[src/rtl/usb_uart_tx_pkg.sv]
// Shared types and helpers for the USB-to-UART transmitter.
// Build option: define USB_UART_TX_PARITY_EN to append an even-parity bit to every frame.
package usb_uart_pkg;

`ifdef USB_UART_TX_PARITY_EN
    typedef enum logic [2:0] {
        S_IDLE,
        S_START,
        S_DATA,
        S_PARITY,
        S_STOP
    } tx_state_t;

    localparam int FRAME_BITS = 11;
`else
    typedef enum logic [2:0] {
        S_IDLE,
        S_START,
        S_DATA,
        S_STOP
    } tx_state_t;

    localparam int FRAME_BITS = 10;
`endif

    localparam int DATA_BITS  = 8;
    localparam int BAUD_CNT_W = 16;

    function automatic logic even_parity(input logic [DATA_BITS-1:0] d);
        return ^d;
    endfunction

endpackage

[src/rtl/usb_uart_tx_if.sv]
// Byte handshake from the USB OUT endpoint receive side into the transmitter.
interface usb_uart_tx_if;
    logic       in_val;
    logic [7:0] in_dat;
    logic       in_rdy;

    modport master (output in_val, output in_dat, input in_rdy);
    modport slave  (input in_val, input in_dat, output in_rdy);
endinterface

[src/rtl/usb_uart_tx_fifo.sv]
// Single-clock byte FIFO with occupancy count; storage is deliberately left unreset.
module usb_uart_fifo #(
    parameter int DEPTH = 64,
    parameter int WIDTH = 8,
    parameter int CW    = $clog2(DEPTH) + 1
) (
    input  logic             clk,
    input  logic             rst,
    input  logic             push_i,
    input  logic [WIDTH-1:0] din_i,
    input  logic             pop_i,
    output logic [WIDTH-1:0] dout_o,
    output logic             full_o,
    output logic             empty_o,
    output logic [CW-1:0]    count_o
);
    localparam int AW = $clog2(DEPTH);

    logic [AW-1:0]    wr_ptr_q, wr_ptr_d;
    logic [AW-1:0]    rd_ptr_q, rd_ptr_d;
    logic [CW-1:0]    count_q, count_d;
    logic [WIDTH-1:0] mem_q [DEPTH];
    logic             do_push;
    logic             do_pop;

    assign full_o  = (count_q == CW'(DEPTH));
    assign empty_o = (count_q == '0);
    assign count_o = count_q;
    assign dout_o  = mem_q[rd_ptr_q];
    assign do_push = push_i && !full_o;
    assign do_pop  = pop_i && !empty_o;

    always_comb begin
        wr_ptr_d = do_push ? wr_ptr_q + 1'b1 : wr_ptr_q;
        rd_ptr_d = do_pop  ? rd_ptr_q + 1'b1 : rd_ptr_q;
        count_d  = count_q;
        case ({do_push, do_pop})
            2'b10:   count_d = count_q + 1'b1;
            2'b01:   count_d = count_q - 1'b1;
            default: count_d = count_q;
        endcase
    end

    always_ff @(posedge clk or posedge rst) begin
        if (rst) begin
            wr_ptr_q <= '0;
            rd_ptr_q <= '0;
            count_q  <= '0;
        end else begin
            wr_ptr_q <= wr_ptr_d;
            rd_ptr_q <= rd_ptr_d;
            count_q  <= count_d;
        end
    end

    always_ff @(posedge clk) begin
        if (do_push) mem_q[wr_ptr_q] <= din_i;
    end
endmodule

[src/rtl/usb_uart_tx.sv]
// USB-to-UART transmit path: FIFO-fed 8N1 serialiser with registered line output.
// Build option: USB_UART_TX_PARITY_EN inserts an even-parity bit between data and stop.
module usb_uart_tx
    import usb_uart_pkg::*;
#(
    parameter int BAUD_DIV   = 417,
    parameter int FIFO_DEPTH = 64,
    parameter int LVL_W      = $clog2(FIFO_DEPTH) + 1
) (
    input  logic               clk,
    input  logic               rst,
    usb_uart_tx_if.slave       in_if,
    output logic               tx,
    output logic               busy,
    output logic [LVL_W-1:0]   level
);
    localparam logic [BAUD_CNT_W-1:0] BAUD_RELOAD = BAUD_CNT_W'(BAUD_DIV - 1);

    tx_state_t             state_q, state_d;
    logic [BAUD_CNT_W-1:0] baud_q, baud_d;
    logic [2:0]            bit_q, bit_d;
    logic [7:0]            shift_q, shift_d;
    logic                  tx_q, tx_d;
    logic                  baud_done;
    logic                  push;
    logic                  fifo_pop;
    logic [7:0]            fifo_dout;
    logic                  fifo_full;
    logic                  fifo_empty;
    logic [LVL_W-1:0]      fifo_count;

    assign in_if.in_rdy = !fifo_full;
    assign push         = in_if.in_val && in_if.in_rdy;
    assign baud_done    = (baud_q == '0);
    assign tx           = tx_q;
    assign level        = fifo_count;
    assign busy         = (state_q != S_IDLE) || (fifo_count != '0);

    usb_uart_fifo #(
        .DEPTH (FIFO_DEPTH),
        .WIDTH (8),
        .CW    (LVL_W)
    ) u_fifo (
        .clk     (clk),
        .rst     (rst),
        .push_i  (push),
        .din_i   (in_if.in_dat),
        .pop_i   (fifo_pop),
        .dout_o  (fifo_dout),
        .full_o  (fifo_full),
        .empty_o (fifo_empty),
        .count_o (fifo_count)
    );

    // The shift register rotates, so after eight bits it holds the original byte again.
    always_comb begin
        state_d  = state_q;
        baud_d   = baud_q;
        bit_d    = bit_q;
        shift_d  = shift_q;
        fifo_pop = 1'b0;
        if (state_q != S_IDLE) begin
            baud_d = baud_done ? BAUD_RELOAD : baud_q - 16'd1;
        end
        case (state_q)
            S_IDLE: begin
                if (!fifo_empty) begin
                    fifo_pop = 1'b1;
                    shift_d  = fifo_dout;
                    baud_d   = BAUD_RELOAD;
                    state_d  = S_START;
                end
            end
            S_START: begin
                if (baud_done) begin
                    bit_d   = '0;
                    state_d = S_DATA;
                end
            end
            S_DATA: begin
                if (baud_done) begin
                    shift_d = {shift_q[0], shift_q[7:1]};
                    bit_d   = bit_q + 3'd1;
                    if (bit_q == 3'(DATA_BITS - 1)) begin
`ifdef USB_UART_TX_PARITY_EN
                        state_d = S_PARITY;
`else
                        state_d = S_STOP;
`endif
                    end
                end
            end
`ifdef USB_UART_TX_PARITY_EN
            S_PARITY: begin
                if (baud_done) state_d = S_STOP;
            end
`endif
            S_STOP: begin
                if (baud_done) begin
                    // Chain straight into the next start bit so queued frames have no gap.
                    if (!fifo_empty) begin
                        fifo_pop = 1'b1;
                        shift_d  = fifo_dout;
                        state_d  = S_START;
                    end else begin
                        state_d  = S_IDLE;
                    end
                end
            end
            default: state_d = S_IDLE;
        endcase
    end

    always_comb begin
        tx_d = 1'b1;
        case (state_q)
            S_START:  tx_d = 1'b0;
            S_DATA:   tx_d = shift_q[0];
`ifdef USB_UART_TX_PARITY_EN
            S_PARITY: tx_d = even_parity(shift_q);
`endif
            default:  tx_d = 1'b1;
        endcase
    end

    always_ff @(posedge clk or posedge rst) begin
        if (rst) begin
            state_q <= S_IDLE;
            baud_q  <= '0;
            bit_q   <= '0;
            tx_q    <= 1'b1;
        end else begin
            state_q <= state_d;
            baud_q  <= baud_d;
            bit_q   <= bit_d;
            tx_q    <= tx_d;
        end
    end

    always_ff @(posedge clk) begin
        shift_q <= shift_d;
    end
endmodule

[src/flat_wrapper.sv]
// flat-port wrapper written by rule: the top's interface ports become plain ports
module usb_uart_tx_flat import usb_uart_pkg::*;
#(
    parameter int BAUD_DIV   = 417,
    parameter int FIFO_DEPTH = 64,
    parameter int LVL_W      = $clog2(FIFO_DEPTH) + 1
)
  (clk, rst, tx, busy, level, in_if_in_val, in_if_in_dat, in_if_in_rdy);
  usb_uart_tx_if in_if_i ();
  input  logic clk;
  input  logic rst;
  output logic tx;
  output logic busy;
  output logic [LVL_W-1:0] level;
  input wire logic [$bits(in_if_i.in_val)-1:0] in_if_in_val;
  input wire logic [$bits(in_if_i.in_dat)-1:0] in_if_in_dat;
  output wire logic [$bits(in_if_i.in_rdy)-1:0] in_if_in_rdy;
  assign in_if_i.in_val = in_if_in_val;
  assign in_if_i.in_dat = in_if_in_dat;
  assign in_if_in_rdy = in_if_i.in_rdy;
  usb_uart_tx #(.BAUD_DIV(BAUD_DIV), .FIFO_DEPTH(FIFO_DEPTH), .LVL_W(LVL_W)) u_core (.clk(clk), .rst(rst), .in_if(in_if_i), .tx(tx), .busy(busy), .level(level));
endmodule
[config.mk]
export PLATFORM = sky130hd
export DESIGN_NAME = usb_uart_tx_flat
export DESIGN_NICKNAME = d
export VERILOG_FILES = /design/src/rtl/usb_uart_tx_pkg.sv /design/src/rtl/usb_uart_tx_if.sv /design/src/rtl/usb_uart_tx_fifo.sv /design/src/rtl/usb_uart_tx.sv /design/src/flat_wrapper.sv
export SDC_FILE = /design/constraint.sdc
export NUM_CORES = 1
export LEC_CHECK = 0
export CAP_MARGIN = 5
export CORE_UTILIZATION = 40
export CTS_CLUSTER_SIZE = 28
export DETAILED_ROUTE_END_ITERATION = 8
export GPL_TIMING_DRIVEN = 0
export PLACE_DENSITY = 0.53
export SYNTH_ARGS = -nofsm -noshare
export SYNTH_HDL_FRONTEND = slang
export SYNTH_HIERARCHICAL = 1
export SYNTH_SLANG_ARGS = --single-unit
[constraint.sdc]
create_clock -name clk -period 3.6 [get_ports clk]
set_input_delay 0.72 -clock clk [delete_from_list [all_inputs] [get_ports clk]]
set_output_delay 0.72 -clock clk [all_outputs]
set_load 0.05 [all_outputs]
==> impl_metrics.env <==
export IMPL_grt_pass1_vias=11830
export IMPL_wl_met3_um=2235
export IMPL_critical_path_class="register to register"
export IMPL_setup_viol=0
export IMPL_power_density_nw_per_um2=558.3
export IMPL_final_common_cell="edfxtp_1"
export IMPL_finalInstanceArea_um2=25870
export IMPL_seq_area_frac_synth_pct=73.27
export IMPL_maxCapViolCount=0
export IMPL_max_clock_freq_ghz=0.2831
export IMPL_antennaDiodeCount=0
export IMPL_dp_hpwl_um=34940
export IMPL_hold_viol=0
export IMPL_wl_met1_um=23760
export IMPL_drv_slew=0
export IMPL_worstPathArrival_ps=3780
export IMPL_synthCells=1212
export IMPL_crit_fanout=8
export IMPL_ys_seq_elements=561
export IMPL_die_h_um=240.3
export IMPL_final_util_pct=46.51
export IMPL_start_kind="register"
export IMPL_grt_pass1_wl_um=78220
export IMPL_viasPerCell=5.491
export IMPL_drc=0
export IMPL_slew_headroom_pct=13.34
export IMPL_cts_tree="done"
export IMPL_cp_data_required_time_ps=3850
export IMPL_end_kind="register"
export IMPL_min_path_cells=1
export IMPL_fin_nets=1333
export IMPL_min_period_over_period_pct=98.13
export IMPL_tightestPinTransition_ps=1300
export IMPL_status="completed"
export IMPL_synth_edff_count=520
export IMPL_syn2layout_area_growth_pct=13.92
export IMPL_synth_nets=1240
export IMPL_fp_coreArea_um2=55630
export IMPL_grt_setup_unrepaired="true"
export IMPL_antenna_found_initial=0
export IMPL_clkLatencyLatePin_ps=620
export IMPL_syn_area_um2=22710
export IMPL_peakVddDrop_v=0.0003664
export IMPL_synthDistinctLibCells=67
export IMPL_ys_dominant_reg_cell="edfxtp_1"
export IMPL_final_cell_mix="520 x edfxtp_1, 96 x mux2i_1, 86 x mux4_2, 81 x nor2_1, 60 x clkbuf_16"
export IMPL_ioPinCount=21
export IMPL_start_util_pct=40.83
export IMPL_hp_class="input port to register"
export IMPL_cts_htree_levels=2
export IMPL_cts_buffers=59
export IMPL_gp_congestion=0.9323
export IMPL_routed_wl_met2_um=25040
export IMPL_drtIter0Drc=874
export IMPL_leakage_nw=8.457
export IMPL_clkSinkCount=561
export IMPL_grt_max_degree=53
export IMPL_skew_ps=18.27
export IMPL_drive_gt1_share_pct=18.87
export IMPL_cts_buffer_depth=3
export IMPL_die_w_um=240.3
export IMPL_routedWlPerCell_um=25.04
export IMPL_overflow=0
export IMPL_path_clk_slew_ps=60
export IMPL_row_count=86
export IMPL_ys_warn_count=6
export IMPL_grt_usage_pct=18.76
export IMPL_avgSynthCellArea_um2=18.74
export IMPL_postRouteAntennaNets=0
export IMPL_period_minus_slack_ps=3533
export IMPL_highest_layer="met4"
export IMPL_vias=11530
export IMPL_firstDrtPassIters=5
export IMPL_cts_root_buf="clkbuf_16"
export IMPL_async_flop_share_pct=7.308
export IMPL_port_buffers=20
export IMPL_dieArea_um2=57740
export IMPL_reg2reg_depth=9
export IMPL_postPlaceCellArea_um2=23970
export IMPL_wl_um=52560
==> synth_stat cells, types with 6 or more instances <==
cell type	number	share of area, %
mux2_2	9	0.45
o22ai_1	32	0.88
a31oi_1	8	0.22
mux4_2	86	8.5
buf_4	9	0.30
buf_1	6	0.099
and4_1	8	0.31
o21ai_1	7	0.15
edfxtp_1	520	69
nor4_1	6	0.17
buf_2	19	0.42
nor2b_1	8	0.22
o21ai_0	24	0.53
a22oi_1	8	0.26
nand2_1	31	0.51
dfrtp_1	40	4.4
ha_1	16	0.88
a211oi_1	29	0.96
nor2_1	83	1.4
inv_1	18	0.30
mux2i_1	96	4.2
mux4_1	12	1.4
nand3_1	12	0.26
clkbuf_1	21	0.35
xor2_1	8	0.31
xnor2_1	13	0.50
==> power by group <==
part / switching [W] / internal, W / leakage (nW)
logic: 0.000809 / 0.000328 / 2.36
clock network: 0.00245 / 0.00334 / 0.901
registers: 0.000115 / 0.00740 / 5.20
total: 0.00338 / 0.0111 / 8.46
==> state kept, by name (all words and copies together), names as in the netlist <==
register and count:
u_core/u_fifo/mem_q 512, u_core/baud_q 16, u_core/shift_q 8, u_core/u_fifo/count_o 7, u_core/u_fifo/rd_ptr_q 6, u_core/u_fifo/wr_ptr_q 6, u_core/bit_q 3, u_core/state_q 2
u_core/tx 1
==> critical path, cell delays in order, from the launching register on <==
cell and delay (ps):
dfrtp_1 440, nor4_1 110, nand2_1 110, nor2_1 60
nor2b_1 100, inv_1 50, a31oi_2 500, nor2b_1 360
nand3_1 530, nor2_1 880
==> metrics by stage <==
stage | power, W | setup TNS (ps) | hold slack, ps | cells | setup WS, ps
after floorplan | 0.008300 | 0 | 446.1 | 1212 | 202.0
after global placement | 0.008752 | -83340 | 473.9 | 1980 | -510.9
after detailed placement | 0.008786 | -98680 | 490.6 | 1988 | -496.3
after CTS | 0.01460 | 0 | 454.9 | 2095 | 7.073
after global routing | 0.01494 | -5735 | 483.0 | 2099 | -110.1
final | 0.01445 | 0 | 485.7 | 2099 | 67.47
==> layout make-up <==
class,instances,area [µm²]
plain buffers,63,379.1
repair buffers,33,356.6
well taps,748,935.9
clock buffers,82,1624
inverters,18,67.56
fillers,4770,29760
flip-flops and latches,561,16640
clock inverters,25,209.0
multi-input cells,569,5660
==> worst paths after layout <==
path,end,slack [ps],from
max in group asynchronous,u_core/u_fifo/wr_ptr_q[2]$_DFFE_PP0P_,2390,rst
worst max register to register,u_core/u_fifo/mem_q[11][0]$_DFFE_PP_,70,u_core/u_fifo/count_o[0]$_DFFE_PP0P_
worst min register to register,u_core/bit_q[1]$_DFFE_PP0P_,500,u_core/bit_q[1]$_DFFE_PP0P_
worst max-delay path,u_core/u_fifo/mem_q[11][0]$_DFFE_PP_,70,u_core/u_fifo/count_o[0]$_DFFE_PP0P_
min in group asynchronous,u_core/state_q[1]$_DFFE_PP0P_,620,rst
worst min-delay path,u_core/u_fifo/mem_q[2][6]$_DFFE_PP_,490,in_if_in_dat[6]
==> cells by family (layout without fill, tap and decap cells) <==
family / count (synthesis) / after routing / synth area share, %
xor+xnor: 21 / 21 / 0.8098
simple gates: 191 / 191 / 4.280
mux: 204 / 204 / 14.64
buf+inv: 82 / 221 / 1.978
fa+ha+maj: 17 / 17 / 0.9695
compound gates: 136 / 136 / 4.049
flops: 561 / 561 / 73.27
==> routing by layer <==
layer,GRT usage (%),vias up
met2,30.17,291
met3,2.629,87
met5,0,-
li1,-,5106
met4,6.640,0
met1,26.13,6042
==> what timing repair did <==
item / 4_1_cts / 5_1_grt
endpoints found under the setup margin: 6 / 95
pin swaps: 2 / 2
gates resized for setup: 6 / 4
buffers inserted: 1 / 4
hold buffers: 0 / 0
No activity file was read; power rests on OpenSTA's default activity.
